`src/rtl/chu_io_blink_core.sv`:
```
// FPro MMIO slot: N_LED hardware blinkers, each with its own ms half-period.
// Define BLINK_READBACK_EN to read the period/en registers back over rd_data.
module chu_io_blink_core #(
    parameter int N_LED      = 4,
    parameter int CLK_PER_MS = 100000
) (
    input  logic             clk,
    input  logic             reset_n,
    input  logic             cs,
    input  logic             read,
    input  logic             write,
    input  logic [4:0]       addr,
    input  logic [31:0]      wr_data,
    output logic [31:0]      rd_data,
    output logic [N_LED-1:0] led
);

    localparam int PSW = (CLK_PER_MS > 1) ? $clog2(CLK_PER_MS) : 1;
    localparam logic [PSW-1:0] PS_LAST = PSW'(CLK_PER_MS - 1);
    localparam logic [4:0] EN_ADDR = 5'h10;

    logic [PSW-1:0]   ps_cnt;
    logic             tick;
    logic             wr_en;
    logic [N_LED-1:0] per_wr;
    logic [N_LED-1:0] en;
    logic [15:0]      period [N_LED];
    logic             unused_in;

    assign wr_en     = cs && write;
    assign tick      = (ps_cnt == PS_LAST);
    assign unused_in = &{1'b0, read, wr_data[31:16]};

    always_comb begin
        per_wr = '0;
        for (int i = 0; i < N_LED; i++)
            per_wr[i] = wr_en && (addr == 5'(i));
    end

    // Free-running 1 ms prescaler, untouched by register traffic
    always_ff @(posedge clk or negedge reset_n) begin
        if (!reset_n)
            ps_cnt <= '0;
        else if (tick)
            ps_cnt <= '0;
        else
            ps_cnt <= ps_cnt + 1'b1;
    end

    always_ff @(posedge clk or negedge reset_n) begin
        if (!reset_n) begin
            en <= '0;
            for (int i = 0; i < N_LED; i++)
                period[i] <= '0;
        end else begin
            for (int i = 0; i < N_LED; i++)
                if (per_wr[i])
                    period[i] <= wr_data[15:0];
            if (wr_en && addr == EN_ADDR)
                en <= wr_data[N_LED-1:0];
        end
    end

    for (genvar g = 0; g < N_LED; g++) begin : g_ch
        logic [15:0] ms_cnt;
        logic        blink;
        logic        led_q;

        // A period write clears the count and beats a same-cycle tick
        always_ff @(posedge clk or negedge reset_n) begin
            if (!reset_n) begin
                ms_cnt <= '0;
                blink  <= 1'b0;
                led_q  <= 1'b0;
            end else begin
                if (!en[g]) begin
                    ms_cnt <= '0;
                    blink  <= 1'b0;
                end else if (per_wr[g] || period[g] == 16'd0) begin
                    ms_cnt <= '0;
                end else if (tick) begin
                    if (ms_cnt == period[g] - 16'd1) begin
                        ms_cnt <= '0;
                        blink  <= ~blink;
                    end else begin
                        ms_cnt <= ms_cnt + 16'd1;
                    end
                end
                led_q <= en[g] && (period[g] == 16'd0 || blink);
            end
        end

        assign led[g] = led_q;
    end

`ifdef BLINK_READBACK_EN
    always_comb begin
        rd_data = '0;
        if (cs && read) begin
            for (int i = 0; i < N_LED; i++)
                if (addr == 5'(i))
                    rd_data[15:0] = period[i];
            if (addr == EN_ADDR)
                rd_data[N_LED-1:0] = en;
        end
    end
`else
    assign rd_data = '0;
`endif

endmodule
```
`config.mk`:
```
export PLATFORM = sky130hd
export DESIGN_NAME = chu_io_blink_core
export DESIGN_NICKNAME = d
export VERILOG_FILES = /design/src/rtl/chu_io_blink_core.sv
export SDC_FILE = /design/constraint.sdc
export NUM_CORES = 1
export LEC_CHECK = 0
export CELL_PAD_IN_SITES_DETAIL_PLACEMENT = 0
export CELL_PAD_IN_SITES_GLOBAL_PLACEMENT = 1
export CORE_UTILIZATION = 46
export CTS_BUF_LIST = sky130_fd_sc_hd__clkbuf_16
export CTS_CLUSTER_DIAMETER = 150
export CTS_CLUSTER_SIZE = 24
export DETAILED_ROUTE_END_ITERATION = 10
export PLACE_DENSITY_LB_ADDON = 0.1
export RECOVER_POWER = 100
export SYNTH_ARGS = -nofsm -noshare
export SYNTH_HDL_FRONTEND = slang
export SYNTH_SLANG_ARGS = --single-unit
```
`constraint.sdc`:
```
create_clock -name clk -period 3.5 [get_ports clk]
set_input_delay 1.05 -clock clk [delete_from_list [all_inputs] [get_ports clk]]
set_output_delay 1.05 -clock clk [all_outputs]
set_load 0.1 [all_outputs]
```
Word-level counts from Yosys, hierarchy flattened
Index checks and enable logic that the tools add are counted.
Cells by class
  add/subtract/negate cells: 9
  eq/ne operators: 25
  muxes and demuxes: 33
  bitwise logic cells: 4
  reductions and logical operators: 27
Operators by type and width (count)
  2-to-1 mux 16 bit: 16
  adder 16 x 1 -> 16 bit (second input constant): 4
  equality test 16 bit: 4
  zero test 16 bit: 4
  subtractor 16 x 1 -> 16 bit (second input constant): 4
  adder 17 x 1 -> 17 bit (second input constant): 1
  equality test 17 bit (second input constant): 1
  2-to-1 mux 17 bit: 1
  2-to-1 mux 1 bit: 16
  inequality test 2 bit (second input constant): 8
  inequality test 3 x 2 -> 1 bit (second input constant): 4
  AND reduction 3 bit: 4
  equality test 5 x 2 -> 1 bit (second input constant): 2
  logical AND 1 bit: 10
  logical OR 1 bit: 8
  inequality test 2 x 1 -> 1 bit (second input constant): 4
  equality test 5 x 1 -> 1 bit (second input constant): 1
  equality test 5 bit (second input constant): 1
  zero test 5 bit: 1
  NOT 1 bit: 4
Word-level totals
  register bits after elaboration: 157
  input port bits: 42
  logic and storage cells: 116

Logic depth before layout (Yosys ltp)
Gate-level depths: netlist of the first run.
  word-level depth: 6
  depth in mapped cells: 11

Worst setup path before layout of the first run
Ideal clock, no wire load.
  kind: reg-to-reg
  from: register period[0] (netlist name)
  to: register g_ch[3].ms_cnt[6]
  setup time: 119 ps
  arrival: 2812 ps
  data required time: 3381 ps
  slack: 570 ps
  stages on the path, launching flop included: 12
  buffers on the path: 1
  period minus slack after synthesis: 2930 ps
  cell sequence: dfrtp_1 inv_1 ha_1 nor3b_2 nand3_1 or4_1 a211oi_1 nor4b_1 nand3b_1 o21bai_2 buf_4 nor2_1
On the way
  cells in the longest elaborated chain, start to end: 6
Ends and longest elaborated chain
  from (decl): RTL line 27  | logic [15:0] period [N_LED];
  from (signal, indexed assignment): RTL line 58  | period[i] <= wr_data[15:0];
  subtractor 16 x 1 -> 16 bit: RTL line 82  | if (ms_cnt == period[g] - 16'd1) begin
  equality test 16 bit: RTL line 82
  2-to-1 mux 16 bit: RTL line 82
  2-to-1 mux 16 bit: RTL line 81  | end else if (tick) begin
  2-to-1 mux 16 bit: RTL line 79  | end else if (per_wr[g] || period[g] == 16'd0) begin
  2-to-1 mux 16 bit: RTL line 76  | if (!en[g]) begin
  to (signal assigned): RTL line 86  | ms_cnt <= ms_cnt + 16'd1;
  to (decl): RTL line 65  | logic [15:0] ms_cnt;
Parallel ways exist; a longest one is shown, timed or not. The select of a mux whose other input is x is not followed.
A chain may end at the register's enable or synchronous reset.

Final worst setup path of the first run
  from: register period[50] (netlist name)
  to: register g_ch[0].ms_cnt[15]
On the way
  cells in the longest elaborated chain, start to end: 6
Ends and longest elaborated chain (RTL line)
  subtractor 16 x 1 -> 16 bit: 82
  equality test 16 bit: 82
  2-to-1 mux 16 bit: 82
  2-to-1 mux 16 bit: 81
  2-to-1 mux 16 bit: 79
  2-to-1 mux 16 bit: 76
  to (signal assigned): 86
  to (decl): 65
Parallel ways exist; a longest one is shown, timed or not. The select of a mux whose other input is x is not followed.

==> results of run 1 <==
==> sequential cells by signal, indices dropped and copies added, names as in the netlist <==
signal / flops
g_ch.ms_cnt: 64
period: 64
ps_cnt: 17
en: 4
g_ch.blink: 4
g_ch.led_q: 4
==> kinds of logic after synthesis <==
logic type	synth area share (%)
and+or+nand+nor	23.51
DFF	40.13
AOI/OAI and AO/OA	11.78
xor gates and xnor gates	10.91
buffers and inverters	5.252
muxes	7.220
adders and majority gates	1.150
other	0.03830
==> power by group through the flow <==
stage	combinational (mW)	clock (mW)	sequential, mW
global placement	1.13	0	2.14
finish	1.12	1.87	2.10
floorplan	0.911	0	2.08
global route	1.23	1.98	2.13
CTS	1.14	1.92	2.11
detailed placement	1.13	0	2.14
==> worst max-delay path: stages (launching register included) <==
cell                        delay, ps
sky130_fd_sc_hd__dfrtp_1          480
sky130_fd_sc_hd__or4_1            510
sky130_fd_sc_hd__or3_1            340
sky130_fd_sc_hd__a2111oi_2        390
sky130_fd_sc_hd__nand4_1          170
sky130_fd_sc_hd__or3_1            420
sky130_fd_sc_hd__o21ai_4          350
sky130_fd_sc_hd__buf_4            220
sky130_fd_sc_hd__nor3b_1           50
sky130_fd_sc_hd__a211o_1          220
==> per-layer routing <==
metal  GRT usage [%]  routed length [um]  vias to the layer above
met4           5.670                 299                        0
met1           30.94               11420                     3643
met5               0                   0                        -
li1                -                   -                     3652
met2           36.82               11090                      105
met3           3.457                 620                       25
==> area by class of cell <==
type	instances	area (um^2)	share of cell area, %
Clock buffer	17	425.4	3.937
Clock inverter	15	157.7	1.459
Inverter	18	67.56	0.6252
Multi-Input combinational cell	792	5440	50.34
Sequential cell	157	3929	36.36
Tap cell	275	344.1	3.184
Timing Repair Buffer	59	442.9	4.099
==> cell usage in the layout (no fill, tap or decap), types with 16 or more instances in the layout <==
master                              n
sky130_fd_sc_hd__dfrtp_1          157
sky130_fd_sc_hd__nor2_1            84
sky130_fd_sc_hd__nand2_1           74
sky130_fd_sc_hd__xnor2_1           71
sky130_fd_sc_hd__mux2_2            61
sky130_fd_sc_hd__xor2_1            51
sky130_fd_sc_hd__nand3_1           41
sky130_fd_sc_hd__and3_1            32
sky130_fd_sc_hd__conb_1            32
sky130_fd_sc_hd__nor3_1            31
sky130_fd_sc_hd__o21ai_0           29
sky130_fd_sc_hd__clkdlybuf4s50_1   22
sky130_fd_sc_hd__inv_1             21
sky130_fd_sc_hd__a22o_1            21
sky130_fd_sc_hd__nand4_1           18
sky130_fd_sc_hd__or3_1             18
sky130_fd_sc_hd__clkbuf_16         17
sky130_fd_sc_hd__buf_4             17
sky130_fd_sc_hd__a21oi_1           16
==> worst min-delay path by stage <==
stage / from / endpoint / slack, ps / depth (start not counted)
5_1_grt: ps_cnt[4] / ps_cnt[4] / 530 / 1
6_report: ps_cnt[4] / ps_cnt[4] / 490 / 1
3_5_place_dp: ps_cnt[4] / ps_cnt[4] / 480 / 1
3_3_place_gp: ps_cnt[4] / ps_cnt[4] / 480 / 1
2_1_floorplan: ps_cnt[0] / ps_cnt[0] / 450 / 1
4_1_cts: ps_cnt[4] / ps_cnt[4] / 490 / 1
==> metrics by stage <==
step | hold WS, ps | cell area [um^2] | utilization (%)
global route | 526.2 | 10810 | 51.57
detailed placement | 478.1 | 10350 | 49.40
floorplan | 453.5 | 9907 | -
CTS | 491.9 | 10940 | 52.19
finish | 487.4 | 10810 | 51.57
global placement | 475.4 | 10350 | 49.40
==> summary by stage, run 1 <==
Run status
The run finished, with violations left. The checks that failed: capacitance limit, slew limit.

STA
The shortest clock period the worst path allows after layout is 3273 ps. The pin slew with the least headroom to its limit is 2548 ps. The number of hold violations in the final report is 0. The total count of max-transition violations in the final report came to 46. The setup TNS after final layout is 0 ps. Setup repair after global routing left no endpoint under its margin.

The worst clock skew is 11.34 ps. The least setup slack across all paths after layout is 226.8 ps. The highest clock frequency the design can meet is 305.5 MHz. Dividing the final minimum period by the clock period gives 93.52%. Setup violations remaining at the end of the flow were counted as 0. Headroom to the max-slew limit came out at -69.86%.

Power and ir drop
The clock network burns 36.7% of the power. The completed layout was analyzed and its total power is 5.095 mW. The leakage power is 4.551 nW. The net switching power figure is 1.616 mW.

The ratio of total power to cell area is 471.5 nW/um^2. In this run switching power makes up 31.72% of total power. The internal portion of total power is 3.479 mW. Combinational cells account for 22.0% of the total power.

The worst ir drop on vdd is 0.3105 mV. The share of total power dissipated in sequential elements is 41.3%.

Yosys
The number of different library cells in the post-synthesis netlist is 78. In the post-synthesis netlist, the biggest area contributors are sky130_fd_sc_hd__dfrtp_1 (40%), sky130_fd_sc_hd__mux2_2 (7.0%), sky130_fd_sc_hd__xnor2_1 (6.4%). The number of enable flip-flop cells after synthesis is 0. The flip-flop and latch count after synthesis is 157. The predominant post-synthesis flop cell is sky130_fd_sc_hd__dfrtp_1. The number of warnings reported in the yosys synthesis log is 0. The leading area contributor after synthesis is sky130_fd_sc_hd__dfrtp_1. The mapped netlist covers 9791 um^2. The post-synthesis average cell area is 9.723 um^2. By count the netlist is led by sky130_fd_sc_hd__dfrtp_1 (157), sky130_fd_sc_hd__nor2_1 (84), sky130_fd_sc_hd__nand2_1 (74). For this run, asynchronously set or reset flops after synthesis account for 100.0%. The dominant cell by count in the synthesized netlist is sky130_fd_sc_hd__dfrtp_1. The instance count of the mapped netlist is 1007.

The sequential element share of the synthesized area is 40.13%. Summed over its instances, the top area cell type makes up 40.13% of the synthesized netlist area.

CTS
The number of levels in the clock H-tree is 4. After clock tree synthesis, the setup repair step added 0 buffers. Buffers inserted to repair hold after CTS numbered 0. The clock tree from TritonCTS is done. The number of clock buffers added by TritonCTS is 17. The source-to-sink clock delay at the later pin of the worst-skew pair is 430 ps.

The number of buffers on the longest clock path is 2. The clock net sink count is 157. The post-cts sizing count is 0. The cell chosen for the clock root is sky130_fd_sc_hd__clkbuf_16. Clock-pin slew was measured on the worst setup and hold paths at 70 ps.

Cells and area
0 antenna diodes ended up in the layout. Cells with a size suffix above 1 make up 12.95% of the layout. Leaving out filler cells and counting taps, the final layout contains 1333.

Fill cells in the final layout number 2010. The net count of the finished layout is 1096. From synthesis to final layout, the design area changed by 10.38%.

Critical path
The number of cells traversed by the worst register-to-register path is 9. The critical path endpoint category is a flop. For the worst setup path, the data required time is 3810 ps. The kind of critical path is flop to flop. The kind of start point of the critical path is a flop. The largest fanout on the critical path is 11.

The startpoint of the worst register-to-register path is period[50]. At the worst endpoint, the arrival time is 3580 ps. The timing endpoint of the critical path is g_ch[0].ms_cnt[15].

The setup slack on the worst flop-to-flop path is 230 ps. The startpoint of the most critical setup path is period[50]. The worst register-to-register path ends at g_ch[0].ms_cnt[15].

Routing
The number of remaining DRC errors is 0. In the routed layout, each cell is associated on average with a via count of 5.570. The via count is 7425. The DRC violation total after the first TritonRoute iteration is 348. Dividing the detail-routed wire length by the instance count gives 17.58 um. The first TritonRoute pass finished after 5 iterations. For this block, the routed nets add up to 23.43 mm of wire. In this run the remaining antenna-violating nets after routing total 0.

Die
The number of placement rows is 53. From left edge to right edge, the die measures 147.9 um. The floorplan step defined a die boundary enclosing 21870 um^2. The die is 147.9 um tall. The effective utilization at floorplan is 46.72%. The total I/O pin count is 78. The area of the core is 20960 um^2.

Placement
The count of buffers added on input and output ports is 28. OpenSTA, run right after detailed placement, puts the worst setup slack at 177.7 ps. The weighted congestion at the end of routability-driven global placement is 0.8320. The HPWL after detailed placement is 16.67 mm.

The number of placed instances, taps included, is 1301.

GRT
Global routing finished with a remaining overflow of 0. The first global-routing pass estimated 37.98 mm of wire. The total track usage is 22.44%.

Entering global routing, the biggest net connects 58 pins. The number of antenna violations at the first check in global routing is 0. The number of global-route vias before repair came to 6985.

Hold path
The tightest min-delay check is of the flop to flop type.

Run
The tool flagged a number of max-cap violations equal to 1.
(Power assumes the default switching activity.)
==> run 2: changes to the inputs <==
--- a/config.mk
+++ b/config.mk
@@ -7,11 +7,11 @@
 export LEC_CHECK = 0
 export CELL_PAD_IN_SITES_DETAIL_PLACEMENT = 0
 export CELL_PAD_IN_SITES_GLOBAL_PLACEMENT = 1
-export CORE_UTILIZATION = 46
-export CTS_BUF_LIST = sky130_fd_sc_hd__clkbuf_16
-export CTS_CLUSTER_DIAMETER = 150
+export CORE_UTILIZATION = 48
+export CTS_BUF_LIST = sky130_fd_sc_hd__clkbuf_4 sky130_fd_sc_hd__clkbuf_8
 export CTS_CLUSTER_SIZE = 24
 export DETAILED_ROUTE_END_ITERATION = 10
+export GPL_TIMING_DRIVEN = 1
 export PLACE_DENSITY_LB_ADDON = 0.1
 export RECOVER_POWER = 100
 export SYNTH_ARGS = -nofsm -noshare
==> run 2 against run 1 <==
Compared with the run above:
- the flow still finishes with violations (capacitance limit, slew limit)
- worst setup slack got worse by 14 ps
- final cell count fell by 0.68%
- clock power fell by 23%
- design area fell by 1.9%
- utilization rose by 2.2 points
- largest cell class unchanged
==> summary by stage, run 2 (synthesis results as in run 1) <==
Routing
Before antenna repair, the detailed router went through 4 iterations. The via count is 7408. The via-per-instance ratio is 5.595. The routed wire length per instance is 17.37 um. The DRC violation total after the first TritonRoute iteration is 332. The routed design has 23.00 mm of wire. Once detail routing completed, the nets flagged for antenna violations numbered 0.

The number of remaining DRC errors is 0.

Cells and area
The leading cell type in the layout, fill and taps excluded is sky130_fd_sc_hd__dfrtp_1. The cell area after layout is 10600 um^2. After the last flow step, the layout net total stands at 1097.

The combined area of the multi-input logic cells is 5423 um^2. Once layout is complete, the cells apart from fillers number 1324. The number of diodes is 0. Relative to the synthesized area, the layout overhead comes to 8.230%. For this run, the share of the core covered by cells in the final layout is 53.74%. In the layout the commonest cells are sky130_fd_sc_hd__dfrtp_1 (157), sky130_fd_sc_hd__nor2_1 (84), sky130_fd_sc_hd__nand2_1 (74). The largest registers in the layout are g_ch.ms_cnt (64), period (64), ps_cnt (17).

The layout cell share with drive strength beyond 1 is 12.75%. The count of filler cells inserted in the layout is 1833. Across the whole layout, storage elements account for 3929 um^2.

Hold path
The number of cells traversed by the worst hold path is 1. The worst hold path terminates at ps_cnt[0]. The type of the most critical hold path is flop to flop. The launch instance of the worst min-delay path is ps_cnt[0].

GRT
The residual overflow from global routing is 0. The first global-routing pass estimated 36.78 mm of wire. Entering global routing, the biggest net connects 65 pins.

The number of antenna violations at the first check in global routing is 0. The total track usage is 23.12%. The number of global-route vias before repair is 6812.

Power and ir drop
Of the total power, the share spent switching nets is 34.90%. The share of total power dissipated in sequential elements is 45.1%. The net switching power figure is 1.625 mW. The worst ir drop on vdd is 0.2385 mV. The clock network power share is 31.0%. The leakage power is 4.461 nW. Overall power consumption after layout is estimated at 4.654 mW.

Internal power comes to 3.030 mW. The ratio of total power to cell area is 439.2 nW/um^2. The share of power burned in combinational logic is 23.9%.

Critical path
The arrival time at the worst endpoint is 3620 ps. The biggest cell delay along the critical path is 620 ps. The critical path endpoint category is a flop. Among cell families on the critical path, the largest total delay comes from simple AND/OR/NAND/NOR gates.

The worst register-to-register path has a depth of 9. The capturing point of the worst reg2reg path is g_ch[2].ms_cnt[3]. The data required time of the worst path is 3840 ps.

The critical path in this run is classified as flop to flop. The critical path goes through ha_1 -> nand2_1 -> nor4_1 -> nand4_2 -> clkbuf_1 -> and2_1 -> a22o_1 -> a21oi_1 -> o31ai_1. In this run the worst path has a maximum fanout of 18. The worst path buffer plus inverter count is 1. STA classifies the critical path startpoint as a flop.

The setup slack on the worst flop-to-flop path is 210 ps. The critical-path cell with the highest stage delay is sky130_fd_sc_hd__clkbuf_1. The startpoint identified for the worst register-to-register timing path is ps_cnt[0].

CTS
The clock tree synthesis step divided the H-tree into 4 levels. After clock tree synthesis, the clock-pin slew on the worst setup and hold paths is 100 ps. The post-cts sizing count is 0. The number of buffers created by CTS is 17. The root buffer cell chosen for the clock tree is sky130_fd_sc_hd__clkbuf_8. The source-to-sink clock delay at the later pin of the worst-skew pair is 460 ps. The count of hold-fix buffers inserted at cts is 0. Post-CTS timing repair inserted 0 buffers for setup.

The clock tree from TritonCTS is done. The tree built by TritonCTS fans out to 157 sinks. The longest clock path from root to sink contains 2 buffers.

STA
The worst path uses 93.93% of the clock period. Setup violations remaining at the end of the flow were counted as 0. Derived from the worst setup path, the maximum achievable clock frequency is 304.2 MHz. Setup repair after global routing left no endpoint under its margin. For the final routed database, the setup TNS stands at 0 ps.

The total count of max-transition violations in the final report is 35. The worst pin sits at a relative slew slack of -18.58%. At the pin with the least slew margin, the transition time is 1779 ps. The shortest clock period the worst path allows after layout is 3287 ps. Between clock sinks in the finished design, the worst skew comes to 21.04 ps. The number of hold violations in the final report is 0.

Die
Pin placement for this block handled 78 I/O pins. The number of placement rows is 51. The die is 144.8 um wide.

The effective utilization at floorplan is 49.65%. Measured along the y axis, the die boundary spans 144.8 um. The core region is 19720 um^2. The floorplan step defined a die boundary enclosing 20970 um^2.

Placement
The HPWL after detailed placement is 16.57 mm. Routability-driven placement finished with a final weighted congestion of 0.7943. The number of cells after detailed placement is 1292.

The placed standard-cell area is 10360 um^2. Input and output buffers added on the ports amount to 28.

Run status
The checks that failed: capacitance limit, slew limit. The run finished, with violations left.

Run
Across the run, the number of max-cap violations was 1.
==> run 2: power groups by stage <==
| stage | Combinational [mW] | Sequential, mW | Clock [mW] |
|---|---|---|---|
| after CTS | 1.14 | 2.10 | 1.48 |
| after detailed placement | 1.14 | 2.14 | 0 |
| after floorplan | 0.911 | 2.08 | 0 |
| after global routing | 1.22 | 2.13 | 1.55 |
| after global placement | 1.13 | 2.14 | 0 |
| final | 1.11 | 2.10 | 1.44 |
==> run 2: cell type report <==
class,count,area share (%)
repair buffers,60,4.097
multi-input cells,792,51.17
inverters,18,0.6376
clock inverters,15,1.677
flip-flops and latches,157,37.08
clock buffers,17,2.208
well taps,265,3.129
==> run 2: how the worst max path moves through the flow <==
stage                    start                 end  slack [ps]  cells after the start
finish               ps_cnt[0]   g_ch[2].ms_cnt[3]         210                      9
global route        period[51]       g_ch[0].blink          30                      8
CTS                 period[48]  g_ch[0].ms_cnt[15]         250                      8
detailed placement     addr[3]  g_ch[0].ms_cnt[15]         180                      9
global placement       addr[3]  g_ch[0].ms_cnt[15]         170                      9
floorplan            period[0]   g_ch[3].ms_cnt[6]         570                     11
==> run 2: per-stage QoR <==
stage	hold slack, ps	worst slack (ps)
after floorplan	453.5	569.6
after global placement	476.2	169.8
after detailed placement	480.7	180.9
after CTS	450.1	248.2
after global routing	528.0	29.66
final	501.7	212.5
==> run 2: routing by layer <==
| metal | vias up | track usage, % | wire (um) |
|---|---|---|---|
| met4 | 0 | 5.485 | 221 |
| li1 | 3653 | - | - |
| met2 | 99 | 37.50 | 10870 |
| met5 | - | 0 | 0 |
| met3 | 17 | 3.916 | 586 |
| met1 | 3639 | 32.12 | 11320 |
==> run 2: worst register-to-register path: cells and delay by family, from the launching register on <==
family / cells / cell delay (ps)
DFF: 1 / 410
and+or+nand+nor: 4 / 1370
buffers and inverters: 1 / 620
adders and majority gates: 1 / 260
AOI/OAI and AO/OA: 3 / 510
